**config.mk**
```make
export PLATFORM = sky130hd
export DESIGN_NAME = uart_tx_mmio
export DESIGN_NICKNAME = d
export VERILOG_FILES = /design/src/rtl/uart_tx_mmio_pkg.sv /design/src/rtl/sync_fifo.sv /design/src/rtl/uart_tx_mmio.sv
export SDC_FILE = /design/constraint.sdc
export NUM_CORES = 1
export LEC_CHECK = 0
export CORE_MARGIN = 2
export CORE_UTILIZATION = 55
export CTS_BUF_LIST = sky130_fd_sc_hd__clkbuf_8
export CTS_CLUSTER_DIAMETER = 50
export DETAILED_ROUTE_END_ITERATION = 10
export GPL_TIMING_DRIVEN = 0
export PLACE_DENSITY = 0.82
export SLEW_MARGIN = 25
export SYNTH_ARGS = -nofsm -noshare
export SYNTH_HDL_FRONTEND = slang
export SYNTH_SLANG_ARGS = --single-unit
export TNS_END_PERCENT = 5
```
**constraint.sdc**
```tcl
create_clock -name clk -period 3.65 [get_ports clk]
set_clock_uncertainty 0.2 [all_clocks]
set_input_delay 0.73 -clock clk [delete_from_list [all_inputs] [get_ports clk]]
set_output_delay 0.73 -clock clk [all_outputs]
set_load 0.05 [all_outputs]
```
**src/rtl/uart_tx_mmio_pkg.sv**
```systemverilog
// uart_tx_mmio_pkg: register offsets, STATUS bit positions and TX FSM encoding shared by the UART transmitter
package uart_tx_mmio_pkg;
  localparam logic [3:0] TXDATA_OFS  = 4'h0;
  localparam logic [3:0] STATUS_OFS  = 4'h4;
  localparam logic [3:0] BAUDDIV_OFS = 4'h8;
  localparam int ST_BUSY    = 0;
  localparam int ST_FULL    = 1;
  localparam int ST_EMPTY   = 2;
  localparam int ST_OVF     = 3;
  localparam int ST_CNT_LSB = 4;
  typedef enum logic [1:0] {S_IDLE, S_START, S_DATA, S_STOP} tx_state_e;
endpackage

```
**src/rtl/sync_fifo.sv**
```systemverilog
// sync_fifo: single-clock FIFO; push while full is only accepted when a pop frees a slot in the same cycle
//   clk, rst (async, active-low) | push, din -> write side | pop, dout -> read side (dout = head)
//   full, empty, count -> occupancy
module sync_fifo #(
  parameter int WIDTH = 8,
  parameter int DEPTH = 8
) (
  input  logic                     clk,
  input  logic                     rst,
  input  logic                     push,
  input  logic                     pop,
  input  logic [WIDTH-1:0]         din,
  output logic [WIDTH-1:0]         dout,
  output logic                     full,
  output logic                     empty,
  output logic [$clog2(DEPTH):0]   count
);
  localparam int AW = $clog2(DEPTH);
  logic [WIDTH-1:0] mem_q [DEPTH];
  logic [AW-1:0] wr_q, rd_q;
  logic [AW:0] cnt_q;
  logic do_push, do_pop;
  assign empty = cnt_q == '0;
  assign full = cnt_q == (AW+1)'(DEPTH);
  assign do_pop = pop & ~empty;
  // An empty FIFO never bypasses: the pushed byte is stored and the pop is ignored.
  assign do_push = push & (~full | do_pop);
  assign dout = mem_q[rd_q];
  assign count = cnt_q;
  always_ff @(posedge clk or negedge rst)
    if (!rst) begin
      wr_q <= '0;
      rd_q <= '0;
      cnt_q <= '0;
    end else begin
      wr_q <= wr_q + AW'(do_push);
      rd_q <= rd_q + AW'(do_pop);
      cnt_q <= cnt_q + (AW+1)'(do_push) - (AW+1)'(do_pop);
    end
  always_ff @(posedge clk)
    if (do_push) mem_q[wr_q] <= din;
endmodule

```
**src/rtl/uart_tx_mmio.sv**
```systemverilog
// uart_tx_mmio: memory-mapped 8N1 UART transmitter with TX FIFO, status and baud divider registers
//   clk, rst (async, active-low)
//   mem_addr, mem_wdata, mem_wstrb, mem_rstrb -> CPU bus inputs
//   mem_rdata -> registered read data (0 when not selected), sel -> combinational window hit
//   tx -> serial line (idle high), irq -> FIFO empty and shifter idle
module uart_tx_mmio
  import uart_tx_mmio_pkg::*;
#(
  parameter logic [31:0] BASE_ADDR    = 32'h0040_0000,
  parameter int          FIFO_DEPTH   = 8,
  parameter logic [15:0] BAUD_DIV_RST = 16'd434
) (
  input  logic        clk,
  input  logic        rst,
  input  logic [31:0] mem_addr,
  input  logic [31:0] mem_wdata,
  input  logic [3:0]  mem_wstrb,
  input  logic        mem_rstrb,
  output logic [31:0] mem_rdata,
  output logic        sel,
  output logic        tx,
  output logic        irq
);
  localparam int CW = $clog2(FIFO_DEPTH) + 1;
  tx_state_e state_q, state_d;
  logic [15:0] baud_q, baud_d, tmr_q, tmr_d, div_m1;
  logic [7:0] shift_q, shift_d, fifo_dout;
  logic [2:0] bit_q, bit_d;
  logic ovf_q, ovf_d, irq_q, irq_d, tx_q, tx_d;
  logic [31:0] rdata_q, rdata_d, status;
  logic push, pop, pop_ok, push_ok, full, empty, rd_en, baud_wr, stat_rd;
  logic [CW-1:0] count, cnt_n;
  logic [3:0] ofs, cnt_sat;
  logic unused_bits;
  assign unused_bits = ^{mem_addr[1:0], mem_wdata[31:16], mem_wstrb[3:2]};
  assign sel = mem_addr[31:4] == BASE_ADDR[31:4];
  assign ofs = {mem_addr[3:2], 2'b00};
  // Only byte lane 0 pushes, so a multi-cycle word store to TXDATA enqueues exactly once.
  assign push = sel && ofs == TXDATA_OFS && mem_wstrb[0];
  assign baud_wr = sel && ofs == BAUDDIV_OFS;
  assign rd_en = mem_rstrb & sel;
  assign stat_rd = rd_en && ofs == STATUS_OFS;
  assign pop_ok = pop & ~empty;
  assign push_ok = push & (~full | pop_ok);
  assign cnt_n = count + CW'(push_ok) - CW'(pop_ok);
  assign cnt_sat = 32'(count) > 32'd15 ? 4'hF : 4'(count);
  assign div_m1 = baud_q == '0 ? 16'd0 : baud_q - 16'd1;
  sync_fifo #(.WIDTH(8), .DEPTH(FIFO_DEPTH)) u_fifo (
    .clk(clk), .rst(rst), .push(push), .pop(pop), .din(mem_wdata[7:0]),
    .dout(fifo_dout), .full(full), .empty(empty), .count(count)
  );
  always_comb begin
    status = '0;
    status[ST_BUSY] = state_q != S_IDLE;
    status[ST_FULL] = full;
    status[ST_EMPTY] = empty;
    status[ST_OVF] = ovf_q;
    status[ST_CNT_LSB +: 4] = cnt_sat;
    rdata_d = !rd_en ? 32'd0 : ofs == STATUS_OFS ? status : ofs == BAUDDIV_OFS ? {16'd0, baud_q} : 32'd0;
    // A STATUS read reports the old ovf and clears it; a new overflow on the same edge wins.
    ovf_d = (ovf_q & ~stat_rd) | (push & full & ~pop_ok);
    baud_d = {baud_wr && mem_wstrb[1] ? mem_wdata[15:8] : baud_q[15:8],
              baud_wr && mem_wstrb[0] ? mem_wdata[7:0] : baud_q[7:0]};
  end
  // The timer counts a bit period down to zero and is reloaded from BAUDDIV at each bit boundary.
  always_comb begin
    state_d = state_q;
    tmr_d = tmr_q;
    bit_d = bit_q;
    shift_d = shift_q;
    pop = 1'b0;
    if (state_q == S_IDLE) begin
      if (!empty) begin
        pop = 1'b1;
        shift_d = fifo_dout;
        tmr_d = div_m1;
        bit_d = 3'd0;
        state_d = S_START;
      end
    end else if (tmr_q != '0) begin
      tmr_d = tmr_q - 16'd1;
    end else begin
      tmr_d = div_m1;
      case (state_q)
        S_START: state_d = S_DATA;
        S_DATA: begin
          shift_d = shift_q >> 1;
          bit_d = bit_q + 3'd1;
          state_d = bit_q == 3'd7 ? S_STOP : S_DATA;
        end
        default: state_d = S_IDLE;
      endcase
    end
    tx_d = state_d == S_START ? 1'b0 : state_d == S_DATA ? shift_d[0] : 1'b1;
    irq_d = cnt_n == '0 && state_d == S_IDLE;
  end
  always_ff @(posedge clk or negedge rst)
    if (!rst) begin
      state_q <= S_IDLE;
      tmr_q <= '0;
      bit_q <= '0;
      shift_q <= '0;
      baud_q <= BAUD_DIV_RST;
      ovf_q <= 1'b0;
      irq_q <= 1'b1;
      tx_q <= 1'b1;
      rdata_q <= '0;
    end else begin
      state_q <= state_d;
      tmr_q <= tmr_d;
      bit_q <= bit_d;
      shift_q <= shift_d;
      baud_q <= baud_d;
      ovf_q <= ovf_d;
      irq_q <= irq_d;
      tx_q <= tx_d;
      rdata_q <= rdata_d;
    end
  assign tx = tx_q;
  assign irq = irq_q;
  assign mem_rdata = rdata_q;
endmodule

```
# After elaboration in Yosys (flattened, before gate mapping)
# Memories as Yosys holds them, arrays and structs flattened.
# Index checks and enable logic that the tools add are counted.
word_totals:
  output_inout_bits: 35
  ramBits: 64
  latch_bits: 0
  mem_bits_ro: 0
  memories: 1
  reg_bits: 74
  in_bits: 71
  elab_cells: 88
classes:
  bitwise: 12
  n_lt_le_gt_ge: 0
  mul: 0
  eq_ne: 11
  n_addsub: 7
  n_shift: 0
  n_reduce_logical: 17
  div_mod_pow: 0
  muxes: 26
memory_table:
  columns: ["name", "words", "width", "read_ports", "rd_clocked_by_memory_dff", "wr", "line_no", "text"]
  rows:
  - ["u_fifo.mem_q", 8, 8, 1, 0, 1, "sync_fifo.sv:19", "logic [WIDTH-1:0] mem_q [DEPTH];"]
ops:
  columns: ["op", "count"]
  rows:
  - ["16-bit two-way mux", 7]
  - ["8-bit two-way mux", 4]
  - ["16-bit by 1-bit subtractor with 16-bit output, second input constant", 2]
  - ["28-bit by 19-bit == test with 1-bit output, second input constant", 1]
  - ["16-bit zero test", 1]
  - ["16-bit nonzero test", 1]
  - ["4-bit zero test", 3]
  - ["3-bit two-way mux", 4]
  - ["1-bit logical AND", 7]
  - ["1-bit two-way mux", 7]
  - ["3-bit by 1-bit adder with 3-bit output", 2]
  - ["1-bit bitwise AND", 6]
  - ["2-bit by 1-bit == test with 1-bit output, second input constant", 3]
  - ["2-bit == test, second input constant", 3]
  - ["2-bit two-way mux", 3]
  - ["4-bit by 1-bit adder with 4-bit output", 1]
  - ["4-bit == test, second input constant", 1]
  - ["2-bit zero test", 2]
  - ["2-bit != test, second input constant", 2]
  - ["1-bit inverter", 4]
  - ["2-bit case mux with 2 select lines", 1]
  - ["2-bit nonzero test", 2]
  - ["4-bit by 1-bit subtractor with 4-bit output", 1]
  - ["3-bit by 1-bit adder with 3-bit output, second input constant", 1]
  - ["3 further kinds", 4]

# Longest topological paths before layout
# Gate-level depths: netlist (run 1).
depth:
  ltp_word: 10
  mapped_depth: 13
  mapped_depth_nobuf: 13

# Hierarchy
# From an unflattened synthesis (run 1), not the netlist that was laid out.
unflattened:
  hier_cells: 510
  area_unflattened_um2: 6676.4
modules_own_cells:
  columns: ["mod", "seq_area_each_um2", "cells_each", "area_per_inst_um2", "instances"]
  rows:
  - ["uart_tx_mmio", 1610.3, 366, 3619.7, 1]
  - ["sync_fifo", 2172.1, 144, 3056.7, 1]

# Least setup slack after synthesis (run 1)
# Ideal clock, no wire load.
synth_timing:
  path_type: "input to register"
  from: "input port mem_addr[5]"
  to: "register irq_q, in the netlist irq"
  arrival_ps: 3242
  required_ps: 3375
  n_path_buf: 0
  slack_ps: 132
  path_stages: 7
  setup_time_ps: 75
  path_cell_list: "nor4b_1 -> nand4_1 -> a2111oi_0 -> ha_1 -> fa_1 -> or4_1 -> nor3_2"
synth_via:
  elab_chain_len: 8
synth_lines:
  columns: ["item", "line_no", "text"]
  rows:
  - ["start: declaration", "uart_tx_mmio.sv:15", "input logic [31:0] mem_addr,"]
  - ["28-bit by 19-bit == test with 1-bit output", "uart_tx_mmio.sv:36", "assign sel = mem_addr[31:4] == BASE_ADDR[31:4];"]
  - ["1-bit logical AND (2 in series)", "uart_tx_mmio.sv:39", "assign push = sel && ofs == TXDATA_OFS && mem_wstrb[0];"]
  - ["1-bit bitwise AND", "uart_tx_mmio.sv:44", "assign push_ok = push & (~full | pop_ok);"]
  - ["4-bit by 1-bit adder with 4-bit output", "uart_tx_mmio.sv:45", "assign cnt_n = count + CW'(push_ok) - CW'(pop_ok);"]
  - ["4-bit by 1-bit subtractor with 4-bit output", "uart_tx_mmio.sv:45", null]
  - ["named net cnt_n[1]", "uart_tx_mmio.sv:32", "logic [CW-1:0] count, cnt_n;"]
  - ["4-bit zero test", "uart_tx_mmio.sv:95", "irq_d = cnt_n == '0 && state_d == S_IDLE;"]
  - ["1-bit logical AND", "uart_tx_mmio.sv:95", null]
  - ["named net irq_d", "uart_tx_mmio.sv:29", "logic ovf_q, ovf_d, irq_q, irq_d, tx_q, tx_d;"]
  - ["end signal: assignment", "uart_tx_mmio.sv:115", "irq_q <= irq_d;"]
  - ["end: declaration", "uart_tx_mmio.sv:29", null]
# The timed path passes the listed nets, and every way through them passes these cells.
# A chain may end at the register's enable or synchronous reset.

# Worst setup path in the final report (run 1)
layout_timing:
  from: "input port mem_addr[6]"
  to: "output port sel"
layout_via:
  elab_chain_len: 1
layout_lines:
  columns: ["item", "line_no", "text"]
  rows:
  - ["28-bit by 19-bit == test with 1-bit output", "uart_tx_mmio.sv:36", null]
  - ["end: declaration", "uart_tx_mmio.sv:20", "output logic sel,"]
# No other way between the ends.

==> impl_metrics.prom, run 1 <==
# TYPE chip_impl_metric gauge
chip_impl_metric{name="min_period",unit="ns"} 3.55
chip_impl_metric{name="mappedNetlistArea",unit="mm²"} 0.00640
chip_impl_metric{name="max_slew.worst_pin.slew",unit="ns"} 1.01
chip_impl_metric{name="ctsHtreeMaxLevel",unit=""} 4
chip_impl_metric{name="cp.arrival",unit="ns"} 2.62
chip_impl_metric{name="synth_xor_xnor_area_share",unit=""} 0.0219
chip_impl_metric{name="synth-adder-area-share",unit=""} 0.0344
chip_impl_metric{name="detail_route.vias_per_cell",unit=""} 5.99
chip_impl_metric{name="cts-buffers-inserted",unit=""} 17
chip_impl_info{name="worst_setup_path_startpoint",value="mem_addr[6]"} 1
chip_impl_metric{name="crit_path_max_incr_delay",unit="ns"} 0.58
chip_impl_metric{name="synth.distinct_cells",unit=""} 65
chip_impl_metric{name="numPlacedInstances",unit=""} 704
chip_impl_metric{name="critical_path.max_fanout",unit=""} 5
chip_impl_info{name="worst_path_max_delay_cell",value="sky130_fd_sc_hd__dlygate4sd2_1"} 1
chip_impl_metric{name="combined_area_of_the_multi_input_logic_cells",unit="mm²"} 0.00244
chip_impl_metric{name="synth_compound_gate_area_share",unit=""} 0.0843
chip_impl_info{name="worst_setup_path_start_kind",value="input port"} 1
chip_impl_metric{name="area_growth",unit="%"} 22.2
chip_impl_metric{name="seqCellArea",unit="mm²"} 0.00378
chip_impl_metric{name="final_cell_utilization_of_the_core",unit=""} 0.688
chip_impl_metric{name="clk_pin_slew_worst_paths",unit="ns"} 0.08
chip_impl_info{name="worst-setup-path-type",value="input port to output port"} 1
chip_impl_metric{name="post_synth_mux_area_share",unit=""} 0.100
chip_impl_metric{name="initial_utilization",unit=""} 0.563
chip_impl_metric{name="routed_wirelength",unit="µm"} 14400
chip_impl_info{name="netlist_top_cells_area",value="sky130_fd_sc_hd__edfxtp_1 30%, sky130_fd_sc_hd__dfrtp_1 26%, sky130_fd_sc_hd__mux4_2 5.6%"} 1
chip_impl_metric{name="routabilityCongestion",unit=""} 0.822
chip_impl_metric{name="clockBufferDepth",unit=""} 2
chip_impl_metric{name="finalCritPeriodShare",unit=""} 0.973
chip_impl_metric{name="fill_cells",unit=""} 785
chip_impl_metric{name="floorplan.die.width",unit="µm"} 112
chip_impl_metric{name="top_level_ports",unit=""} 106
chip_impl_metric{name="syn-mean-instance-area",unit="µm²"} 13.4
chip_impl_metric{name="detailedRoute.firstPassIterationCount",unit=""} 6
chip_impl_metric{name="yosys.area_share.simple",unit=""} 0.125
chip_impl_metric{name="synth-warning-count",unit=""} 0
chip_impl_metric{name="max_slew_margin",unit=""} 0.318
chip_impl_metric{name="cts_num_sinks",unit=""} 138
chip_impl_metric{name="ys_ff_latch",unit=""} 138
chip_impl_info{name="endpoint_kind",value="output port"} 1
chip_impl_info{name="tritoncts_clock_tree",value="built"} 1
chip_impl_metric{name="hpwl",unit="µm"} 9990
chip_impl_metric{name="synth.top_cell.area_share",unit=""} 0.300
chip_impl_metric{name="floorplan.die.height",unit="µm"} 112
chip_impl_metric{name="crit_required",unit="ns"} 2.72
chip_impl_metric{name="instances_no_fill",unit=""} 741
chip_impl_metric{name="diodes",unit=""} 0
chip_impl_info{name="cts-root-buf",value="sky130_fd_sc_hd__clkbuf_8"} 1
chip_impl_metric{name="gr-total-overflow",unit=""} 0
chip_impl_metric{name="grt_first_pass_wirelength",unit="µm"} 23300
chip_impl_metric{name="antenna_violations_before_repair",unit=""} 0
chip_impl_metric{name="netlist_instances",unit=""} 476
chip_impl_metric{name="finalSetupTns",unit="ns"} 0
chip_impl_metric{name="number_of_global_route_vias_before_repair",unit=""} 4603
chip_impl_metric{name="reported_max_cap_violation_count",unit=""} 0
chip_impl_info{name="netlist.top_cell.by_area",value="sky130_fd_sc_hd__edfxtp_1"} 1
chip_impl_metric{name="finalHoldViolCount",unit=""} 0
chip_impl_metric{name="antenna_violating_nets_post_route",unit=""} 0
chip_impl_metric{name="synth_async_sr_flop_share",unit=""} 0.536
chip_impl_metric{name="r2r.worst_path.cells",unit=""} 12
chip_impl_metric{name="fmax",unit="MHz"} 282
chip_impl_info{name="path_cells",value="clkdlybuf4s50_1 -> nor4_1 -> nand4_1 -> nor2_1 -> dlygate4sd2_1"} 1
chip_impl_metric{name="fraction_of_layout_instances_using_a_drive_strength_above_1",unit=""} 0.207
chip_impl_metric{name="layout.nets",unit=""} 673
chip_impl_metric{name="post-route-drc-count",unit=""} 0
chip_impl_metric{name="placement.io_buffers",unit=""} 69
chip_impl_metric{name="dr_total_vias",unit=""} 4435
chip_impl_metric{name="final-max-slew-violation-count",unit=""} 0
chip_impl_info{name="critical_path.reg2reg.startpoint",value="u_fifo.count[2]"} 1
chip_impl_metric{name="maximum_number_of_pins_on_one_net_before_global_route_repair",unit=""} 42
chip_impl_metric{name="placement_rows",unit=""} 39
chip_impl_metric{name="grt_use_total",unit=""} 0.241
chip_impl_metric{name="worst_skew_pair.late_latency",unit="ns"} 0.44
chip_impl_metric{name="design.core.area",unit="mm²"} 0.0114
chip_impl_metric{name="final_number_of_setup_violating_endpoints",unit=""} 0
chip_impl_info{name="status",value="finished clean"} 1
chip_impl_metric{name="detailedRoute.firstIterationViolations",unit=""} 406
chip_impl_metric{name="design.die.area",unit="mm²"} 0.0125
chip_impl_metric{name="post_drt_wl_per_cell",unit="µm"} 19.4
chip_impl_metric{name="post_synth_edffs",unit=""} 64
chip_impl_info{name="timing.hold.worst.class",value="input port to async pin"} 1
chip_impl_info{name="ys.flop_type",value="sky130_fd_sc_hd__dfrtp_1"} 1
chip_impl_metric{name="fin_hold_ws",unit="ns"} 0.0376
chip_impl_info{name="synth_top_family_by_area",value="simple AND/OR/NAND/NOR gates"} 1
chip_impl_metric{name="seq_area_frac_synth",unit=""} 0.591
## metrics by stage
| stage | cell area [µm²] | setup slack, ns |
|---|---|---|
| 2_1_floorplan | 6460 | 0.132 |
| 3_3_place_gp | 7330 | -1.20 |
| 3_5_place_dp | 7360 | -0.847 |
| 4_1_cts | 7770 | -0.0450 |
| 5_1_grt | 7820 | -0.00773 |
| 6_report | 7820 | 0.0989 |
## synth_stat cells, drive strengths merged (5+ instances only)
master and number:
mux2i 9, buf 22, a22o 8, a221o 7, nor2 25, o221ai 6
a21oi 12, ha 16, dfstp 7, nand4 7, nor3 19, dfrtp 67
nor4 15, inv 17, mux2 17, or4 5, xor2 12, nand2 25
mux4 16, o21ai 13, and2 10, edfxtp 64, nand3 13, clkbuf 12
## cell families after synthesis
logic type / count (synthesis)
and+or+nand+nor: 141
DFF: 138
AOI/OAI and AO/OA: 69
buffers and inverters: 52
muxes: 42
adders and majority gates: 17
xor gates and xnor gates: 16
other: 1
## area by class of cell
class                           instances  area share
Inverter                               18     0.00912
Multi-Input combinational cell        301       0.313
Buffer                                 34      0.0266
Tap cell                              143      0.0229
Timing Repair Buffer                   75      0.0952
Clock inverter                         14      0.0179
Sequential cell                       138       0.484
Clock buffer                           18      0.0317
## final timing paths
kind                           endpoint  slack [ns]
min                            tmr_q[9]        0.04
max in group asynchronous     baud_q[1]        2.58
max reg2reg                         irq        0.17
max                                 sel         0.1
min in group clk           mem_rdata[3]        0.31
min reg2reg                mem_rdata[3]        0.31
## metal layers
| metal | routed length (µm) | share of wire | GRT usage | vias to the layer above |
|---|---|---|---|---|
| met3 | 979 | 0.068 | 0.0572 | 24 |
| met1 | 5870 | 0.41 | 0.313 | 2196 |
| met2 | 7290 | 0.51 | 0.403 | 213 |
| met4 | 233 | 0.016 | 0.0790 | 0 |
| li1 | - | - | - | 2002 |
| met5 | 0 | 0 | 0 | - |
## flip-flops by register name (all words and copies together) (netlist names)
register	count
bit_q	3
shift_q	8
irq	1
mem_rdata	16
u_fifo.wr_q	3
ovf_q	1
u_fifo.count	4
u_fifo.rd_q	3
tx	1
state_q	2
baud_q	16
tmr_q	16
u_fifo.mem_q	64
## cells in the final DEF, fill, tap and decap left out, types with 4 or more instances in the layout
cell | synthesis | routed
sky130_fd_sc_hd__mux2_2 | 17 | 17
sky130_fd_sc_hd__nand3_1 | 13 | 13
sky130_fd_sc_hd__buf_2 | 4 | 4
sky130_fd_sc_hd__clkbuf_1 | 12 | 12
sky130_fd_sc_hd__inv_1 | 16 | 15
sky130_fd_sc_hd__nand2_1 | 24 | 23
sky130_fd_sc_hd__conb_1 | 1 | 16
sky130_fd_sc_hd__o21ai_0 | 10 | 10
sky130_fd_sc_hd__ha_1 | 16 | 16
sky130_fd_sc_hd__nor3_1 | 17 | 15
sky130_fd_sc_hd__clkinvlp_4 | 0 | 5
sky130_fd_sc_hd__nand4_1 | 7 | 7
sky130_fd_sc_hd__nor3_2 | 2 | 4
sky130_fd_sc_hd__xor2_1 | 12 | 12
sky130_fd_sc_hd__a221o_1 | 7 | 7
sky130_fd_sc_hd__nor4_1 | 12 | 11
sky130_fd_sc_hd__o221ai_1 | 6 | 6
sky130_fd_sc_hd__clkdlybuf4s50_1 | 0 | 67
sky130_fd_sc_hd__mux2i_1 | 9 | 9
sky130_fd_sc_hd__o22ai_1 | 4 | 4
sky130_fd_sc_hd__nor2_1 | 25 | 25
sky130_fd_sc_hd__nor4_2 | 3 | 4
sky130_fd_sc_hd__edfxtp_1 | 64 | 64
sky130_fd_sc_hd__and2_1 | 9 | 9
sky130_fd_sc_hd__a22o_1 | 8 | 8
sky130_fd_sc_hd__o211ai_1 | 4 | 4
sky130_fd_sc_hd__a21oi_1 | 11 | 11
sky130_fd_sc_hd__dfrtp_1 | 67 | 67
sky130_fd_sc_hd__nand2b_1 | 4 | 4
sky130_fd_sc_hd__dfstp_2 | 7 | 7
sky130_fd_sc_hd__xnor2_1 | 4 | 4
sky130_fd_sc_hd__mux4_2 | 16 | 16
sky130_fd_sc_hd__clkbuf_8 | 0 | 18
sky130_fd_sc_hd__buf_4 | 16 | 22
## worst max-delay path: cells and delay by family
family                 cells  cell delay, ns
AND/OR/NAND/NOR            3            0.90
buffers and inverters      2            0.99
## what timing repair did
item	4_1_cts	5_1_grt
hold endpoints to repair	0	0
hold buffers	0	0
pin swaps	0	2
setup buffers	0	5
resized for setup	5	2
endpoints found under the setup margin	66	2
Power of run 1 is not shown: default switching activity piles up to over one toggle a cycle in this logic, so the estimate is an artifact.
==> run 2: changes to the inputs <==
--- a/config.mk
+++ b/config.mk
@@ -6,12 +6,13 @@
 export NUM_CORES = 1
 export LEC_CHECK = 0
 export CORE_MARGIN = 2
-export CORE_UTILIZATION = 55
+export CORE_UTILIZATION = 47
 export CTS_BUF_LIST = sky130_fd_sc_hd__clkbuf_8
 export CTS_CLUSTER_DIAMETER = 50
 export DETAILED_ROUTE_END_ITERATION = 10
 export GPL_TIMING_DRIVEN = 0
-export PLACE_DENSITY = 0.82
+export PLACE_DENSITY = 0.72
+export RECOVER_POWER = 50
 export SLEW_MARGIN = 25
 export SYNTH_ARGS = -nofsm -noshare
 export SYNTH_HDL_FRONTEND = slang
==> run 2 against run 1 <==
Compared with the run above: register-to-register slack got worse by 0.02 ns; setup slack better by 0.055 ns; the run now ends with capacitance limit, slew limit left; final area grew 0.98%; critical path depth is 7 higher; maximum frequency rose by 1.6%; routed wire length is 3.1% lower; via count fell by 2.2%; cell count increased by 4.5%; global-route usage fell by 4.1 points.
==> impl_metrics.prom, run 2 (same netlist as run 1, synthesis figures left out) <==
# TYPE chip_impl_metric gauge
chip_impl_metric{name="floorplan.die.height",unit="µm"} 121
chip_impl_metric{name="detail_route.vias_per_cell",unit=""} 5.60
chip_impl_metric{name="crit_required",unit="ns"} 3.82
chip_impl_metric{name="post-route-drc-count",unit=""} 0
chip_impl_metric{name="detailedRoute.firstIterationViolations",unit=""} 276
chip_impl_metric{name="critical_path.max_fanout",unit=""} 6
chip_impl_metric{name="cp.arrival",unit="ns"} 3.67
chip_impl_metric{name="place_ws",unit="ns"} -0.859
chip_impl_metric{name="reported_max_cap_violation_count",unit=""} 1
chip_impl_metric{name="cts-buffers-inserted",unit=""} 17
chip_impl_info{name="worst-setup-path-type",value="flip-flop to flip-flop"} 1
chip_impl_metric{name="design.core.area",unit="mm²"} 0.0133
chip_impl_metric{name="initial_utilization",unit=""} 0.481
chip_impl_metric{name="placement_rows",unit=""} 42
chip_impl_metric{name="fill_cells",unit=""} 1067
chip_impl_metric{name="post_drt_wl_per_cell",unit="µm"} 18.0
chip_impl_metric{name="antenna_violations_before_repair",unit=""} 0
chip_impl_metric{name="detailedRoute.firstPassIterationCount",unit=""} 5
chip_impl_metric{name="instances_no_fill",unit=""} 774
chip_impl_metric{name="design.die.area",unit="mm²"} 0.0146
chip_impl_metric{name="final_cell_area",unit="mm²"} 0.00789
chip_impl_metric{name="antenna_violating_nets_post_route",unit=""} 0
chip_impl_info{name="violations",value="capacitance limit, slew limit"} 1
chip_impl_metric{name="top_level_ports",unit=""} 106
chip_impl_metric{name="routed_wirelength",unit="µm"} 13900
chip_impl_metric{name="final_cell_utilization_of_the_core",unit=""} 0.594
chip_impl_info{name="highest_count_cells_in_the_layout_ignoring_fill_and_taps",value="67 x sky130_fd_sc_hd__dfrtp_1, 64 x sky130_fd_sc_hd__edfxtp_1, 59 x sky130_fd_sc_hd__clkdlybuf4s50_1, 25 x sky130_fd_sc_hd__nor2_1, 23 x sky130_fd_sc_hd__nand2_1"} 1
chip_impl_metric{name="min_period",unit="ns"} 3.50
chip_impl_metric{name="combined_area_of_the_multi_input_logic_cells",unit="mm²"} 0.00244
chip_impl_metric{name="routabilityCongestion",unit=""} 0.800
chip_impl_info{name="status",value="finished, violations left"} 1
chip_impl_metric{name="ctsHtreeMaxLevel",unit=""} 4
chip_impl_info{name="largest-register",value="u_fifo.mem_q"} 1
chip_impl_metric{name="max_ffs_per_register",unit=""} 64
chip_impl_metric{name="placement.io_buffers",unit=""} 69
chip_impl_metric{name="gr-total-overflow",unit=""} 0
chip_impl_metric{name="fmax",unit="MHz"} 286
chip_impl_metric{name="final-max-slew-violation-count",unit=""} 33
chip_impl_metric{name="postPlaceCellArea",unit="mm²"} 0.00740
chip_impl_info{name="worst_setup_path_start_kind",value="flip-flop"} 1
chip_impl_metric{name="max_slew.worst_pin.slew",unit="ns"} 1.71
chip_impl_info{name="tritoncts_clock_tree",value="built"} 1
chip_impl_info{name="endpoint_kind",value="flip-flop"} 1
chip_impl_metric{name="fraction_of_layout_instances_using_a_drive_strength_above_1",unit=""} 0.202
chip_impl_metric{name="setup_ws",unit="ns"} 0.154
chip_impl_metric{name="grt_first_pass_wirelength",unit="µm"} 22000
chip_impl_metric{name="layout.nets",unit=""} 673
chip_impl_metric{name="hpwl",unit="µm"} 9740
chip_impl_metric{name="number_of_global_route_vias_before_repair",unit=""} 4245
chip_impl_metric{name="maximum_number_of_pins_on_one_net_before_global_route_repair",unit=""} 44
chip_impl_metric{name="worst_skew_pair.late_latency",unit="ns"} 0.44
chip_impl_metric{name="dr_total_vias",unit=""} 4337
chip_impl_info{name="timing.hold.worst.class",value="flip-flop to flip-flop"} 1
chip_impl_metric{name="final_number_of_setup_violating_endpoints",unit=""} 0
chip_impl_metric{name="cts_num_sinks",unit=""} 138
chip_impl_metric{name="numPlacedInstances",unit=""} 737
chip_impl_metric{name="clk_pin_slew_worst_paths",unit="ns"} 0.08
chip_impl_metric{name="grt_use_total",unit=""} 0.200
chip_impl_metric{name="area_growth",unit="%"} 23.3
chip_impl_metric{name="clockBufferDepth",unit=""} 2
chip_impl_info{name="cts-root-buf",value="sky130_fd_sc_hd__clkbuf_8"} 1
chip_impl_metric{name="finalCritPeriodShare",unit=""} 0.958
chip_impl_metric{name="floorplan.die.width",unit="µm"} 121
chip_impl_metric{name="cts_hold_repair.buffers",unit=""} 0
chip_impl_metric{name="max_slew_margin",unit=""} -0.141
chip_impl_info{name="layout_commonest_cell",value="sky130_fd_sc_hd__dfrtp_1"} 1
chip_impl_metric{name="diodes",unit=""} 0
chip_impl_metric{name="seqCellArea",unit="mm²"} 0.00378
chip_impl_metric{name="finalHoldViolCount",unit=""} 0
## run 2: worst max-delay path, cell delays in order, from the launching register on
cell	delay [ns]
sky130_fd_sc_hd__dfrtp_1	0.41
sky130_fd_sc_hd__inv_1	0.09
sky130_fd_sc_hd__ha_1	0.16
sky130_fd_sc_hd__or3b_1	0.45
sky130_fd_sc_hd__nand2_4	0.15
sky130_fd_sc_hd__clkinvlp_4	0.11
sky130_fd_sc_hd__ha_1	0.28
sky130_fd_sc_hd__inv_1	0.04
sky130_fd_sc_hd__ha_1	0.22
sky130_fd_sc_hd__fa_1	0.39
sky130_fd_sc_hd__xor2_1	0.18
sky130_fd_sc_hd__or4_1	0.58
sky130_fd_sc_hd__nor3_2	0.14
## run 2: cell type report
type | instances | area share
Clock inverter | 15 | 0.0266
Inverter | 18 | 0.00903
Sequential cell | 138 | 0.479
Timing Repair Buffer | 75 | 0.0921
Clock buffer | 17 | 0.0296
Tap cell | 176 | 0.0279
Multi-Input combinational cell | 301 | 0.309
Buffer | 34 | 0.0263
## run 2: repair_timing
item / in CTS / in global routing
setup endpoints to repair: 66 / 28
gates resized for setup: 3 / 4
pin swaps: 0 / 2
setup buffers: 0 / 5
## run 2: metal layers
metal | share of wire | routed length, µm | track usage | vias up
met4 | 0.021 | 294 | 0.0850 | 0
met1 | 0.44 | 6090 | 0.269 | 2149
met2 | 0.49 | 6800 | 0.320 | 166
met5 | 0 | 0 | 0 | -
li1 | - | - | - | 1997
met3 | 0.053 | 740 | 0.0377 | 25
## run 2: worst paths after layout
path / start / end / slack [ns] / cells past startpoint
setup / recovery: u_fifo.count[3] / irq / 0.15 / 12
hold / removal: u_fifo.count[2] / mem_rdata[6] / 0.29 / 1
setup reg to reg: u_fifo.count[3] / irq / 0.15 / 12
hold reg to reg: u_fifo.count[2] / mem_rdata[6] / 0.29 / 1
max in group asynchronous: rst / u_fifo.wr_q[1] / 0.85 / 2
min in group asynchronous: rst / tmr_q[9] / 0.52 / 1
## run 2: through the flow
stage	TNS, ns	hold WS (ns)
6_report	0	0.291
5_1_grt	-0.00886	0.293
4_1_cts	-0.106	0.0170
3_5_place_dp	-38.24	0.275
3_3_place_gp	-115.27	0.278
2_1_floorplan	0	0.234
Power of run 2 is left out for the same reason.
